--- config.mk ---
export PLATFORM = sky130hd
export DESIGN_NAME = switch_out_sched
export DESIGN_NICKNAME = d
export VERILOG_FILES = /design/src/rtl/switch_sched_pkg.sv /design/src/rtl/rr_arb4.sv /design/src/rtl/switch_out_sched.sv
export SDC_FILE = /design/constraint.sdc
export NUM_CORES = 1
export LEC_CHECK = 0
export CORE_AREA = 2 2 276 278
export CTS_CLUSTER_SIZE = 10
export DETAILED_ROUTE_END_ITERATION = 16
export DIE_AREA = 0 0 278 280
export PLACE_DENSITY = 0.45
export SYNTH_ARGS = -nofsm -noshare
export SYNTH_HDL_FRONTEND = slang
export SYNTH_SLANG_ARGS = --single-unit
--- constraint.sdc ---
create_clock -name clk -period 5.6 [get_ports clk]
set_clock_uncertainty 0.2 [all_clocks]
set_input_delay 0.84 -clock clk [delete_from_list [all_inputs] [get_ports clk]]
set_output_delay 0.84 -clock clk [all_outputs]
set_load 0.02 [all_outputs]
--- src/rtl/switch_sched_pkg.sv ---
// switch_sched_pkg: shared constants, FSM state encoding and a one-hot
// helper for the switch_out_sched cell scheduler.
package switch_sched_pkg;

    localparam int N_REQ      = 4;    // requesters (fixed at 4)
    localparam int DATA_W     = 128;  // beat width
    localparam int CELL_BEATS = 4;    // beats per cell
    localparam int CNT_W      = 6;    // packet length field width
    localparam int BEAT_W     = $clog2(CELL_BEATS);
    localparam int IDX_W      = $clog2(N_REQ);

    typedef enum logic [1:0] {
        ST_IDLE = 2'd0,
        ST_XFER = 2'd1,
        ST_WAIT = 2'd2
    } state_e;

    function automatic logic [N_REQ-1:0] onehot(input logic [IDX_W-1:0] idx);
        logic [N_REQ-1:0] v;
        v      = '0;
        v[idx] = 1'b1;
        return v;
    endfunction

endpackage

--- src/rtl/rr_arb4.sv ---
// rr_arb4: purely combinational 4-way round-robin picker.
// Ports:
//   eligible [3:0] in  - candidates that may be granted
//   ptr      [1:0] in  - highest-priority index this round
//   valid          out - at least one candidate is eligible
//   idx      [1:0] out - first eligible index at or after ptr, wrapping
module rr_arb4 (
    input  logic [3:0] eligible,
    input  logic [1:0] ptr,
    output logic       valid,
    output logic [1:0] idx
);

    always_comb begin
        logic [1:0] cand;
        valid = 1'b0;
        idx   = ptr;
        // Walk from the farthest offset back to ptr so the nearest
        // eligible candidate is the one left standing.
        for (int k = 3; k >= 0; k--) begin
            cand = ptr + 2'(k);
            if (eligible[cand]) begin
                valid = 1'b1;
                idx   = cand;
            end
        end
    end

endmodule

--- src/rtl/switch_out_sched.sv ---
// switch_out_sched: shares the o_cell_fifo write bus among four requesters.
// Picks round-robin among requesters whose destinations are free of
// backpressure, then streams the granted packet beat by beat, pausing only
// at cell boundaries while any destination is backpressured.
// Ports:
//   clk, rstn                 - clock, synchronous active-low reset
//   req/req_dest/req_cells    - per-requester request, dest mask, length
//   rd_data                   - per-requester FWFT beat
//   gnt                       - one-cycle grant pulse
//   rd                        - beat pop strobe to granted requester
//   o_cell_fifo_wr/sel/din    - beat write, dest mask, data
//   o_cell_first/o_cell_last  - packet framing
//   o_cell_bp                 - per-output backpressure
module switch_out_sched
    import switch_sched_pkg::*;
(
    input  logic                    clk,
    input  logic                    rstn,
    input  logic [N_REQ-1:0]        req,
    input  logic [4*N_REQ-1:0]      req_dest,
    input  logic [CNT_W*N_REQ-1:0]  req_cells,
    input  logic [DATA_W*N_REQ-1:0] rd_data,
    output logic [N_REQ-1:0]        gnt,
    output logic [N_REQ-1:0]        rd,
    output logic                    o_cell_fifo_wr,
    output logic [3:0]              o_cell_fifo_sel,
    output logic [DATA_W-1:0]       o_cell_fifo_din,
    output logic                    o_cell_first,
    output logic                    o_cell_last,
    input  logic [3:0]              o_cell_bp
);

    state_e              state_q, state_d;
    logic [IDX_W-1:0]    g_q;
    logic [IDX_W-1:0]    ptr_q;
    logic [3:0]          dest_q;
    logic [CNT_W-1:0]    cells_q;
    logic [CNT_W-1:0]    cell_q;
    logic [BEAT_W-1:0]   beat_q;
    logic [N_REQ-1:0]    gnt_q;
    logic                wr_q, first_q, last_q;
    logic [3:0]          sel_q;
    logic [DATA_W-1:0]   din_q;

    logic [N_REQ-1:0]    eligible;
    logic                arb_valid;
    logic [IDX_W-1:0]    arb_idx;
    logic [CNT_W-1:0]    arb_cells;
    logic                cell_end, last_cell, dest_blocked;

    // A zero destination mask can never be granted.
    for (genvar gi = 0; gi < N_REQ; gi++) begin : g_elig
        assign eligible[gi] = req[gi] & (req_dest[gi*4 +: 4] != 4'b0)
                            & ((req_dest[gi*4 +: 4] & o_cell_bp) == 4'b0);
    end

    rr_arb4 u_arb (
        .eligible (eligible),
        .ptr      (ptr_q),
        .valid    (arb_valid),
        .idx      (arb_idx)
    );

    assign arb_cells    = req_cells[arb_idx*CNT_W +: CNT_W];
    assign cell_end     = (beat_q == BEAT_W'(CELL_BEATS - 1));
    assign last_cell    = (cell_q == cells_q - CNT_W'(1));
    assign dest_blocked = ((dest_q & o_cell_bp) != 4'b0);

    // State register
    always_ff @(posedge clk) begin
        if (!rstn) state_q <= ST_IDLE;
        else       state_q <= state_d;
    end

    // Next-state logic
    always_comb begin
        state_d = state_q;
        case (state_q)
            ST_IDLE: if (arb_valid) state_d = ST_XFER;
            ST_XFER: begin
                if (cell_end) begin
                    if (last_cell)         state_d = ST_IDLE;
                    else if (dest_blocked) state_d = ST_WAIT;
                end
            end
            ST_WAIT: if (!dest_blocked) state_d = ST_XFER;
            default: state_d = ST_IDLE;
        endcase
    end

    // Output logic: pop strobe is a pure function of state.
    for (genvar gi = 0; gi < N_REQ; gi++) begin : g_rd
        assign rd[gi] = (state_q == ST_XFER) && (g_q == IDX_W'(gi));
    end

    // Request latch, counters, round-robin pointer and output registers.
    // A reset mid-packet simply drops everything, including the last beat.
    always_ff @(posedge clk) begin
        if (!rstn) begin
            g_q     <= '0;
            ptr_q   <= '0;
            dest_q  <= '0;
            cells_q <= '0;
            cell_q  <= '0;
            beat_q  <= '0;
            gnt_q   <= '0;
            wr_q    <= 1'b0;
            sel_q   <= '0;
            din_q   <= '0;
            first_q <= 1'b0;
            last_q  <= 1'b0;
        end else begin
            gnt_q <= '0;
            if (state_q == ST_IDLE && arb_valid) begin
                g_q     <= arb_idx;
                dest_q  <= req_dest[arb_idx*4 +: 4];
                cells_q <= (arb_cells == '0) ? CNT_W'(1) : arb_cells;
                cell_q  <= '0;
                beat_q  <= '0;
                gnt_q   <= onehot(arb_idx);
            end
            if (state_q == ST_XFER) begin
                beat_q <= cell_end ? '0 : beat_q + BEAT_W'(1);
                if (cell_end) cell_q <= cell_q + CNT_W'(1);
                if (cell_end && last_cell) ptr_q <= g_q + IDX_W'(1);
                // Beat popped this cycle is written one cycle later.
                wr_q    <= 1'b1;
                sel_q   <= dest_q;
                din_q   <= rd_data[g_q*DATA_W +: DATA_W];
                first_q <= (beat_q == '0) && (cell_q == '0);
                last_q  <= cell_end && last_cell;
            end else begin
                wr_q    <= 1'b0;
                first_q <= 1'b0;
                last_q  <= 1'b0;
            end
        end
    end

    assign gnt             = gnt_q;
    assign o_cell_fifo_wr  = wr_q;
    assign o_cell_fifo_sel = sel_q;
    assign o_cell_fifo_din = din_q;
    assign o_cell_first    = first_q;
    assign o_cell_last     = last_q;

endmodule

==> impl_metrics.yaml, run 1 <==
synth:
  netlist_area_um2: 9960
  seq_area_frac_synth_pct: 32.7
  avgSynthCellArea_um2: 9.92
  syn-instance-count: 1004
  synth_cell_type_count: 51
  synth_edf_count: 0
  synth-seq-cells: 163
  syn_nets: 1575
  synth_warnings: 0
  ys.flop_type: "dfxtp_1"
  ys_async_sr_fraction_pct: 0
layout:
  fin_area_um2: 18600
  nets: 2219
  area_delta_synth_final_pct: 86.7
  mostFrequentLayoutCells: "clkdlybuf4s50_1, nand2_1, dfxtp_1"
  n_fill_cell: 7972
  final_common_cell: "clkdlybuf4s50_1"
  drive_gt1_share_pct: 10.8
route:
  wl_um: 54300
  met1Wirelength_um: 20900
  drt.antenna.violating_nets: 0
  via_count: 10500
  drt_first_pass_iters: 6
  drc: 0
  drt_iter0_markers: 498
  topRoutingLayerUsed: "met5"
  wl_met3_um: 4540
  routed_via_density: 3.98
  wl_per_cell_um: 20.6
  dr_wl_met2_um: 27900
cts:
  cts.repair.resized: 0
  numClockSinks: 163
  htree_levels: 4
  cts_buffers: 17
  path_clk_slew_ps: 70
  root_buffer: "clkbuf_16"
  postCtsHoldBufs: 0
  tritoncts: "built"
  ctsLongestPathBuffers: 2
  cts_setup_buffers: 0
  insertion_delay_ps: 480
global_routing:
  first_global_vias: 11000
  grt_pass1_wl_um: 76300
  grt_max_degree: 83
  grt_use_total_pct: 13.5
  overflow: 0
  grt_antenna_before_repair: 12
timing:
  drv_slew: 0
  setup_viol: 0
  worstMarginPinSlew_ps: 940
  max_freq_mhz: 276
  setup_tns_ps: 0
  holdWs_ps: 262
  max-slew-margin-rel_pct: 37.4
  rsz0062_at_grt: "no"
  hold_viol_final: 0
  finalCritPeriodShare_pct: 64.6
  fin_crit_ps: 3620
critical_path:
  cp_top_family: "compound AO/OA/AOI/OAI gates"
  worstPathRequired_ps: 5800
  cpPeakStageDelay_ps: 600
  path_cells: "clkdlybuf4s50_1 > a21boi_0 > nand4_1 > a21boi_1 > nand2_1 > nand2_4 > mux2i_1 > a211o_1 > a21boi_1"
  cp.arrival_ps: 3820
  cp_slowest_cell: "clkdlybuf4s50_1"
  crit_path_end_kind: "flop"
  cp_max_fo: 19
  crit_path_frequent_cell: "a21boi_1"
  start_kind: "primary input"
  critPathBufInv: 1
  worstSetupPathType: "primary input to flop"
floorplan:
  dieArea_um2: 77800
  num_rows: 101
  die_w_um: 278
  coreArea_um2: 75200
  io_pins: 705
  start_util_pct: 13.3
  fp.dieH_um: 280
place:
  place_area_um2: 18000
  dpl.hpwl_um: 44600
  port_buffers: 704
  globalplace.congestion: 0.807
outcome:
  status: "complete, no violations"
power_and_ir_drop:
  p_leak_nw: 6.21
  power.total_w: 0.00392
  peakVddDrop_mv: 0.151
  power.density_nw_per_um2: 211
worst_hold_path:
  min_path_type: "flop to flop"
job:
  cap_violations: 0
==> area by class of cell <==
class                           instances  area [µm²]  area share, %
Clock inverter                         13         159          0.854
Multi-Input combinational cell        742        6320           33.9
Tap cell                              978        1220           6.58
Clock buffer                           19         464           2.50
Inverter                                9        33.8          0.182
Antenna cell                            4        10.0         0.0538
Sequential cell                       163        3270           17.6
Timing Repair Buffer                  715        7130           38.3
==> report_power, final <==
| part | switching [W] | leakage [nW] | internal (W) |
|---|---|---|---|
| logic | 0.000560 | 4.58 | 0.000749 |
| clock network | 0.000578 | 0.300 | 0.000709 |
| registers | 0.0000734 | 1.34 | 0.00126 |
==> routing by layer <==
metal / vias to the layer above / global-route usage (%)
met5: - / 0
met4: 2 / 4.24
met3: 52 / 4.98
met2: 420 / 23.9
met1: 5095 / 15.0
li1: 4960 / -
==> cell usage after synthesis (6+ instances only) <==
| cell type | count | area share [%] |
|---|---|---|
| a31oi_1 | 6 | 0.38 |
| a21boi_0 | 140 | 11 |
| a211oi_1 | 6 | 0.45 |
| o21ai_0 | 19 | 0.95 |
| and2_1 | 14 | 0.88 |
| buf_1 | 14 | 0.53 |
| dfxtp_1 | 163 | 33 |
| and3_1 | 9 | 0.57 |
| a21oi_1 | 6 | 0.30 |
| clkbuf_1 | 71 | 2.7 |
| nand2_1 | 285 | 11 |
| mux4_2 | 128 | 29 |
| ha_1 | 9 | 1.1 |
| nand3_1 | 30 | 1.5 |
| nor2_1 | 9 | 0.34 |
| inv_1 | 9 | 0.34 |
| a22oi_1 | 6 | 0.45 |
| nor2b_1 | 9 | 0.57 |
==> cell families (layout without fill, tap and decap cells) <==
| kind of cell | count (synthesis) | after routing | share of synthesized area, % |
|---|---|---|---|
| flops | 163 | 163 | 32.7 |
| mux | 133 | 133 | 29.4 |
| simple gates | 385 | 385 | 16.9 |
| buf+inv | 99 | 756 | 4.02 |
| other cells | 0 | 4 | 0 |
| fa+ha+maj | 9 | 9 | 1.13 |
| compound gates | 207 | 207 | 15.1 |
| xor+xnor | 8 | 8 | 0.703 |
==> metrics by stage <==
step	util, %	worst slack [ps]	cells
floorplan	-	2490	1004
global placement	23.9	1610	2607
detailed placement	23.9	1600	2607
CTS	24.7	1800	2639
global route	24.7	1740	2641
finish	24.7	1980	2643
==> tightest hold or removal path: stages (launching register included) <==
cell,delay [ps]
dfxtp_1,310
nand2_1,40
a21boi_0,60
==> registers in the layout (all words and copies together) (netlist names) <==
register	cells
o_cell_fifo_din	128
o_cell_first	1
gnt	4
o_cell_fifo_wr	1
beat_q	2
o_cell_fifo_sel	4
o_cell_last	1
dest_q	4
cells_q	6
cell_q	6
state_q	2
g_q	2
ptr_q	2
==> final timing paths <==
check,from,cells past startpoint,to,slack (ps)
min,o_cell_fifo_din[37],2,o_cell_fifo_din[37],260
max,o_cell_bp[2],9,dest_q[3],1980
min reg2reg,o_cell_fifo_din[37],2,o_cell_fifo_din[37],260
max reg2reg,g_q[0],4,o_cell_fifo_din[124],2610
Power figures use the tool's default switching activity.
==> run 2: changes to the inputs <==
Settings changed: CORE_AREA 2 2 276 278 to 2 2 270 272, DIE_AREA 0 0 278 280 to 0 0 272 274, PLACE_DENSITY 0.45 to 0.46.
Clock period 5.6 ns to 3.6 ns, I/O delays scaled along.
==> impl_metrics.yaml, run 2 (synthesis gave the netlist of run 1 again) <==
cts:
  htree_levels: 4
  numClockSinks: 163
  postCtsHoldBufs: 0
  insertion_delay_ps: 470
  root_buffer: "clkbuf_16"
  ctsLongestPathBuffers: 2
  cts.repair.resized: 0
  path_clk_slew_ps: 60
  cts_setup_buffers: 0
  tritoncts: "built"
  cts_buffers: 17
power_and_ir_drop:
  p_leak_nw: 6.26
  clkPwrFrac_pct: 31.5
  pwr-share-comb_pct: 34.6
  peakVddDrop_mv: 0.191
  seqPwrFrac_pct: 33.9
  power_switching_w: 0.00188
  power.density_nw_per_um2: 324
  switching_share_pct: 31.2
  power.internal_w: 0.00416
global_routing:
  grt_pass1_wl_um: 78000
  grt_use_total_pct: 14.7
  grt_use_met3_pct: 4.73
  grt_max_degree: 99
  first_global_vias: 11000
  use_met2_pct: 25.2
  grt_antenna_before_repair: 19
  globalRouteMet1Util_pct: 17.3
  overflow: 0
  grt.busiest_layer: "met2"
route:
  drt_iter0_markers: 443
  wl_um: 56600
  drc: 0
  wl_per_cell_um: 21.5
  drt.antenna.violating_nets: 0
  via_count: 10600
  routed_via_density: 4.01
  drt_first_pass_iters: 6
outcome:
  status: "complete, no violations"
timing:
  fin_ws_ps: 476
  max_freq_mhz: 320
  finalCritPeriodShare_pct: 86.8
  rsz0062_at_grt: "no"
  setup_tns_ps: 0
  drv_slew: 0
  max-slew-margin-rel_pct: 44.3
  setup_viol: 0
  hold_viol_final: 0
  worstMarginPinSlew_ps: 836
  fin_crit_ps: 3120
critical_path:
  start_kind: "primary input"
  path_cells: "clkdlybuf4s50_1 > a21boi_0 > nand4_4 > or3b_1 > o211a_1 > nand2_4 > mux2i_1 > a211o_1 > a21boi_1"
  cp_slowest_cell: "clkdlybuf4s50_1"
  crit_path_end_kind: "flop"
  cp_max_fo: 19
  cp.arrival_ps: 3330
  cp_top_family: "compound AO/OA/AOI/OAI gates"
  critPathBufInv: 1
  cpPeakStageDelay_ps: 610
  worstPathRequired_ps: 3810
  worstSetupPathType: "primary input to flop"
layout:
  fin_util_pct: 25.9
  nets: 2228
  n_fill_cell: 7646
  mostFrequentLayoutCells: "clkdlybuf4s50_1, nand2_1, dfxtp_1"
  fin_area_um2: 18700
  final_common_cell: "clkdlybuf4s50_1"
  area_delta_synth_final_pct: 87.4
  largest_reg_flops: 128
  drive_gt1_share_pct: 11.3
floorplan:
  io_pins: 705
  coreArea_um2: 72000
  die_w_um: 272
  dieArea_um2: 74500
  fp.dieH_um: 274
  num_rows: 99
  start_util_pct: 13.8
place:
  dpl.hpwl_um: 47000
  place_ws_ps: -26.2
  place_area_um2: 18100
  globalplace.congestion: 0.822
  port_buffers: 704
worst_hold_path:
  min_path_type: "flop to flop"
job:
  cap_violations: 0
## run 2: changes by cell type in the layout (fill, tap and decap cells not counted), sizes merged
cell    delta
buf        +9
bufinv     -1
clkbuf     +1
clkinv     +1
diode      +1
inv        -1
## run 2: power by group through the flow
stage	Sequential [W]	Combinational [W]	Clock, W
finish	0.00205	0.00209	0.00190
detailed placement	0.00209	0.00212	0
global route	0.00207	0.00225	0.00207
CTS	0.00205	0.00213	0.00200
global placement	0.00209	0.00211	0
floorplan	0.00223	0.000761	0
## run 2: stage by stage
stage | hold slack [ps] | cells | power (W)
floorplan | 248 | 1004 | 0.00299
global placement | 251 | 2597 | 0.00420
detailed placement | 257 | 2597 | 0.00422
CTS | 266 | 2629 | 0.00619
global route | 286 | 2633 | 0.00639
finish | 262 | 2634 | 0.00604
## run 2: area by class of cell
cell class              instances  area, µm²  area share (%)
diodes                          5       12.5          0.0670
clock buffers                  20        467            2.50
clock inverters                12        119           0.636
inverters                       9       33.8           0.181
multi-input cells             742       6320            33.8
flip-flops and latches        163       3270            17.5
well taps                     959       1200            6.43
repair buffers                724       7260            38.9
## run 2: final timing paths
check                           start                  end  slack [ps]  cells after the start
setup / recovery         o_cell_bp[2]            dest_q[2]         480                      9
hold / removal    o_cell_fifo_din[19]  o_cell_fifo_din[19]         260                      2
setup reg to reg             ptr_q[1]            dest_q[2]        1200                      7
hold reg to reg   o_cell_fifo_din[19]  o_cell_fifo_din[19]         260                      2
## run 2: worst min-delay path, cell delays in order, from the launching register on
cell and delay [ps]:
dfxtp_1 310, nand2_1 40, a21boi_0 60
## run 2: per-layer routing
| metal | part of all wire (%) | routed length, µm | up-vias |
|---|---|---|---|
| li1 | - | - | 4980 |
| met1 | 41 | 22900 | 5089 |
| met2 | 50 | 28300 | 422 |
| met3 | 7.4 | 4170 | 60 |
| met4 | 2.0 | 1130 | 6 |
| met5 | 0.058 | 33 | - |
